`src/rtl/dump_sched.sv`:
```
// Dump scheduler: round-robin arbitration of tx/rx dump requests and sequencing of
// the dump-on handshake, with a dump-on timeout, a post-dump holdoff and sticky errors.
module dump_sched #(
  parameter int HOLDOFF = 8,
  parameter int TIMEOUT = 64
) (
  input  logic       clk_sys,
  input  logic       rst_n,
  input  logic       req_tx,
  input  logic       req_rx,
  input  logic       dump_on,
  input  logic       clr_err,
  output logic       state_start,
  output logic [1:0] gnt,
  output logic       done_tx,
  output logic       done_rx,
  output logic       busy,
  output logic       err_ovr,
  output logic       err_to
);

  typedef enum logic [2:0] {IDLE, START, WAIT_ON, WAIT_OFF, HOLD} state_t;

  localparam logic [7:0] TO_LIM   = 8'(TIMEOUT);
  localparam logic [7:0] HOLD_LIM = 8'(HOLDOFF);

  state_t     state, state_nx;
  logic [1:0] pend, pend_nx;
  logic [1:0] gnt_q, gnt_nx;
  logic [1:0] win, grant, req;
  logic       last_rx, last_rx_nx;
  logic [7:0] cnt, cnt_nx;
  logic       ovr_set, to_set;

  assign req = {req_rx, req_tx};

  // Round-robin pick: on a tie the requester not served last wins.
  always_comb begin
    win = pend;
    if (pend == 2'b11) win = last_rx ? 2'b01 : 2'b10;
  end

  always_comb begin
    state_nx    = state;
    gnt_nx      = gnt_q;
    cnt_nx      = cnt;
    last_rx_nx  = last_rx;
    grant       = 2'b00;
    state_start = 1'b0;
    done_tx     = 1'b0;
    done_rx     = 1'b0;
    to_set      = 1'b0;
    case (state)
      IDLE: begin
        if (win != 2'b00) begin
          grant      = win;
          gnt_nx     = win;
          last_rx_nx = win[1];
          state_nx   = START;
        end
      end
      START: begin
        state_start = 1'b1;
        cnt_nx      = 8'd1;
        state_nx    = WAIT_ON;
      end
      WAIT_ON: begin
        if (dump_on) begin
          state_nx = WAIT_OFF;
        end else if (cnt >= TO_LIM) begin
          to_set   = 1'b1;
          gnt_nx   = 2'b00;
          cnt_nx   = 8'd1;
          state_nx = HOLD;
        end else if (cnt != 8'hFF) begin
          cnt_nx = cnt + 8'd1;
        end
      end
      WAIT_OFF: begin
        if (!dump_on) begin
          done_tx  = gnt_q[0];
          done_rx  = gnt_q[1];
          gnt_nx   = 2'b00;
          cnt_nx   = 8'd1;
          state_nx = HOLD;
        end
      end
      HOLD: begin
        if (cnt >= HOLD_LIM) begin
          cnt_nx   = 8'd0;
          state_nx = IDLE;
        end else if (cnt != 8'hFF) begin
          cnt_nx = cnt + 8'd1;
        end
      end
      default: state_nx = IDLE;
    endcase
  end

  // A request hitting an already-set pend is dropped and flagged.
  assign pend_nx = (pend | req) & ~grant;
  assign ovr_set = |(req & pend);

  // While idle the grant follows the arbiter so the winner is visible a cycle early.
  assign gnt  = (state == IDLE) ? win : gnt_q;
  assign busy = (state != IDLE);

  always_ff @(posedge clk_sys or negedge rst_n) begin
    if (!rst_n) begin
      state   <= IDLE;
      pend    <= 2'b00;
      gnt_q   <= 2'b00;
      last_rx <= 1'b1;
      cnt     <= 8'd0;
      err_ovr <= 1'b0;
      err_to  <= 1'b0;
    end else begin
      state   <= state_nx;
      pend    <= pend_nx;
      gnt_q   <= gnt_nx;
      last_rx <= last_rx_nx;
      cnt     <= cnt_nx;
      err_ovr <= ovr_set | (err_ovr & ~clr_err);
      err_to  <= to_set | (err_to & ~clr_err);
    end
  end

endmodule
```
`config.mk`:
```
export PLATFORM = sky130hd
export DESIGN_NAME = dump_sched
export DESIGN_NICKNAME = d
export VERILOG_FILES = /design/src/rtl/dump_sched.sv
export SDC_FILE = /design/constraint.sdc
export NUM_CORES = 1
export LEC_CHECK = 0
export ABC_AREA = 0
export CORE_UTILIZATION = 30
export CTS_BUF_LIST = sky130_fd_sc_hd__clkbuf_2
export DETAILED_ROUTE_END_ITERATION = 6
export GPL_TIMING_DRIVEN = 0
export HOLD_SLACK_MARGIN = 0.12
export PLACE_DENSITY_LB_ADDON = 0.15
export SETUP_SLACK_MARGIN = 0.2
export SLEW_MARGIN = 30
export SYNTH_ARGS = -nofsm -noshare
export SYNTH_HDL_FRONTEND = slang
export SYNTH_SLANG_ARGS = --single-unit
```
`constraint.sdc`:
```
create_clock -name clk_sys -period 1.9 [get_ports clk_sys]
set_input_delay 0.285 -clock clk_sys [delete_from_list [all_inputs] [get_ports clk_sys]]
set_output_delay 0.285 -clock clk_sys [all_outputs]
set_load 0.01 [all_outputs]
```
==> reports/metrics.sh <==
RR_STARTPOINT='state[1]'
SETUP_WS_NS=0.00567
LAYOUT-DRIVE-GT1-SHARE_PCT=34.2
DRV.MAX_CAP_VIOLATION_COUNT=0
SYNTH_FLOP_CELL='sky130_fd_sc_hd__dfrtp_1'
FINAL.SETUP_SKEW_NS=0.00188
VIAS_PER_CELL=5.39
DPL.HPWL_UM=1690
LAYOUT.CELL_AREA.NON_FILLER_SQ_UM=1450
NUM_ROWS=20
DRT-INITIAL-DRC-COUNT=43
WORSTPATHMAXFANOUT=8
IO_BUFFERS=13
FF2FF_SETUP_SLACK_NS=0.20
SEQCELLAREA_SQ_UM=453
YOSYS_REGISTER_BITS=18
ANTENNA_VIOLATING_NETS_POST_ROUTE=0
SETUP_REPAIR_AFTER_GLOBAL_ROUTING_MISSED_ITS_MARGIN='true'
NUM_IO_PINS=14
DRC=0
SYNTH_AREA_SQ_UM=1000
FINALNONFILLERCELLS=190
PLACE_INST=169
CTS_INSERTED_BUFFERS=3
SYNTHESIS.AREA_PER_INSTANCE_SQ_UM=8.96
GRT_PASS1_VIAS=931
YOSYS.AREA.TOP_TYPE='sky130_fd_sc_hd__dfrtp_1'
TIMING_HOLD_VIOLATIONS_FINAL=0
MAX-SLEW-MARGIN-REL_PCT=45.2
CLK_PIN_SLEW_NS=0.19
FIN_HOLD_WS_NS=0.412
NFILLCELLS=306
YOSYSWARNINGCOUNT=0
WORST_EP_REQUIRED_TIME_NS=1.62
TRITONCTS_NUM_SINKS=18
SETUP-VIOLATIONS-FINAL=0
FRACTION_OF_REGISTERS_WITH_ASYNC_SET_RESET_PCT=100
SYNTH_TOP_FAMILY_BY_AREA='simple AND/OR/NAND/NOR gates'
CRITICAL_PATH_CLASS='flip-flop to output port'
POSTSYNTHNETCOUNT=119
INSERTEDDIODECOUNT=0
POST_DETAILED_ROUTE_WIRELENGTH_PER_CELL_UM=14.2
SYNTH-ADDER-AREA-SHARE_PCT=1.25
FINALWIRELENGTH_UM=2690
CLK_PATH_BUF_DEPTH=2
CP-END-KIND='output port'
POST_SYNTH_NUM_CELL_TYPES=37
POST-ROUTE-PERIOD-UTIL_PCT=99.7
FP.DIEH_UM=59.8
DRT_PASS1_ITERATIONS=4
PRECTSSETUPSLACK_NS=-0.468
LAYOUT-AREA-OVERHEAD-VS-SYNTH_PCT=44.9
SYNTH_COMPOUND_AREA_SHARE_PCT=24.6
POST_SYNTH_MUX_AREA_SHARE_PCT=0
POSTLAYOUTCOREUTIL_PCT=46.9
HTREE_NUM_LEVELS=1
TNS_NS=0
WORST_SETUP_PATH_STARTPOINT='state[2]'
VDD_DROP_MAX_V=0.000637
CP.ARRIVAL_NS=1.61
CLK_LATENCY_NS=0.31
DIE_SPAN_X_UM=59.8
CRIT-REG2REG-CAPTURE='cnt[5]'
VIA_COUNT=1024
P_LEAK_nW=0.623
PLACED_AREA_SQ_UM=1190
WORSTMARGINPINSLEW_NS=0.819
CORE-AREA_SQ_UM=3100
CATEGORY_OF_THE_WORST_SETUP_PATH_LAUNCH_POINT='flip-flop'
PWR_DENSITY_CELL_nW_PER_UM2=1490
TOTALPOWERFINAL_mW=2.17
MULTI_INPUT_COMB_AREA_SQ_UM=621
MAX_FREQ_GHz=0.528
NETLIST_TOP_CELLS_AREA='sky130_fd_sc_hd__dfrtp_1 42%, sky130_fd_sc_hd__o21ai_0 4.5%, sky130_fd_sc_hd__nor4_1 3.7%'
YOSYS.AREA_SHARE.XOR_XNOR_PCT=0
FIRST_PASS_GRT_WIRE_LENGTH_UM=4460
CLOCK-ROOT-BUFFER='sky130_fd_sc_hd__clkbuf_2'
SLEW_VIOL_FINAL=0
SYNTH_ENABLE_FLOP_CELLS=0
FINAL_GP_CONGESTION=0.779
GLOBALROUTE.TOTALOVERFLOW=0
CRITICAL_PATH.ENDPOINT='gnt[1]'
NUM-NETS-FINAL=154
KIND_OF_PATH_BEHIND_THE_TIGHTEST_HOLD_CHECK='input port to async pin'
REG2REG_DEPTH=6
SYNTH_SIMPLE_GATE_AREA_SHARE_PCT=24.7
SYNTH_SEQ_AREA_SHARE_PCT=45.0
RESULT_OF_THE_RUN='complete, no violations'
PERIOD_MINUS_SLACK_NS=1.89
NETLIST.AREA_LEADER.SHARE_PCT=42.4
CTS_TREE='built'
INITIAL_ANTENNA_VIOLATION_COUNT=0
INITIAL_CORE_UTIL_PCT=32.3
TOTAL_ROUTING_RESOURCE_UTILIZATION_AFTER_GLOBAL_ROUTING_PCT=16.7
LARGEST_NET_DEGREE_AT_THE_START_OF_GLOBAL_ROUTING=19
DIEAREA_SQ_UM=3580
POSTSYNTHCELLCOUNT=112
[power by group]
group	switching (mW)	total [mW]	internal, mW
registers	0.120	0.629	0.509
clock network	0.130	0.176	0.0458
logic	0.701	1.36	0.662
total	0.951	2.17	1.22
[synth_stat cells, drive strengths merged, types with 2 or more instances]
library cell and n:
o21ai 10, a31oi 2, a21oi 7, dfrtp 17
or4 2, a21o 2, buf 3, nor2 7
nand3 5, nor4 6, a211oi 4, nand2b 2
o31ai 3, nand2 7, nor2b 3, o21a 2
nor3 5, inv 8
[cell type report]
type,instances,area share (%)
inverters,8,2.07
flip-flops and latches,18,31.2
well taps,44,3.79
multi-input cells,83,42.7
clock inverters,1,0.258
clock buffers,3,1.03
plain buffers,3,2.32
repair buffers,30,16.7
[per-layer routing]
layer	track usage, %	vias up	routed length [um]
li1	-	486	-
met4	5.98	0	38
met1	25.0	496	1300
met5	0	-	0
met3	2.81	4	134
met2	23.8	38	1220
[logic make-up after synthesis]
family,Yosys count
AO/OA/AOI/OAI,37
AND/OR/NAND/NOR,45
flip-flops,18
adder cells (fa/ha/maj),1
buffers and inverters,11
[critical path, stage by stage (launching register included)]
cell and delay, ns:
sky130_fd_sc_hd__dfrtp_1 0.43, sky130_fd_sc_hd__buf_6 0.14, sky130_fd_sc_hd__nor3_4 0.20, sky130_fd_sc_hd__buf_4 0.14, sky130_fd_sc_hd__buf_6 0.11, sky130_fd_sc_hd__nand3_4 0.06, sky130_fd_sc_hd__o21ai_1 0.08, sky130_fd_sc_hd__buf_2 0.14
[flip-flops by register name, indices dropped and copies added (netlist names)]
register,cells
cnt,8
err_ovr,1
err_to,1
gnt_q,2
last_rx,1
pend,2
state,3
[what timing repair did]
action / 4_1_cts / 5_1_grt
hold buffers: 0 / 0
buffers inserted: 12 / 5
endpoints found under the setup margin: 11 / 13
pin swaps: 8 / 5
gates resized for setup: 39 / 21
[layout by cell type (no fill, tap or decap), types with 3 or more instances in the layout]
cell	count
sky130_fd_sc_hd__clkbuf_2	5
sky130_fd_sc_hd__clkdlybuf4s50_1	7
sky130_fd_sc_hd__a21oi_1	7
sky130_fd_sc_hd__buf_2	4
sky130_fd_sc_hd__o21ai_1	3
sky130_fd_sc_hd__nand3_1	4
sky130_fd_sc_hd__nor4_2	3
sky130_fd_sc_hd__o21ai_0	6
sky130_fd_sc_hd__buf_6	7
sky130_fd_sc_hd__inv_1	7
sky130_fd_sc_hd__buf_4	13
sky130_fd_sc_hd__nor4_1	3
sky130_fd_sc_hd__nand2_1	7
sky130_fd_sc_hd__nor2_1	6
sky130_fd_sc_hd__dfrtp_1	16
[worst min-delay path by stage]
stage / start / endpoint / cells past startpoint
floorplan: rst_n / cnt[0] / 0
global placement: err_to / err_to / 1
detailed placement: err_to / err_to / 1
CTS: rst_n / cnt[1] / 1
global route: rst_n / cnt[1] / 1
finish: rst_n / cnt[1] / 1
Note: power is estimated with default switching activity, not from simulation.
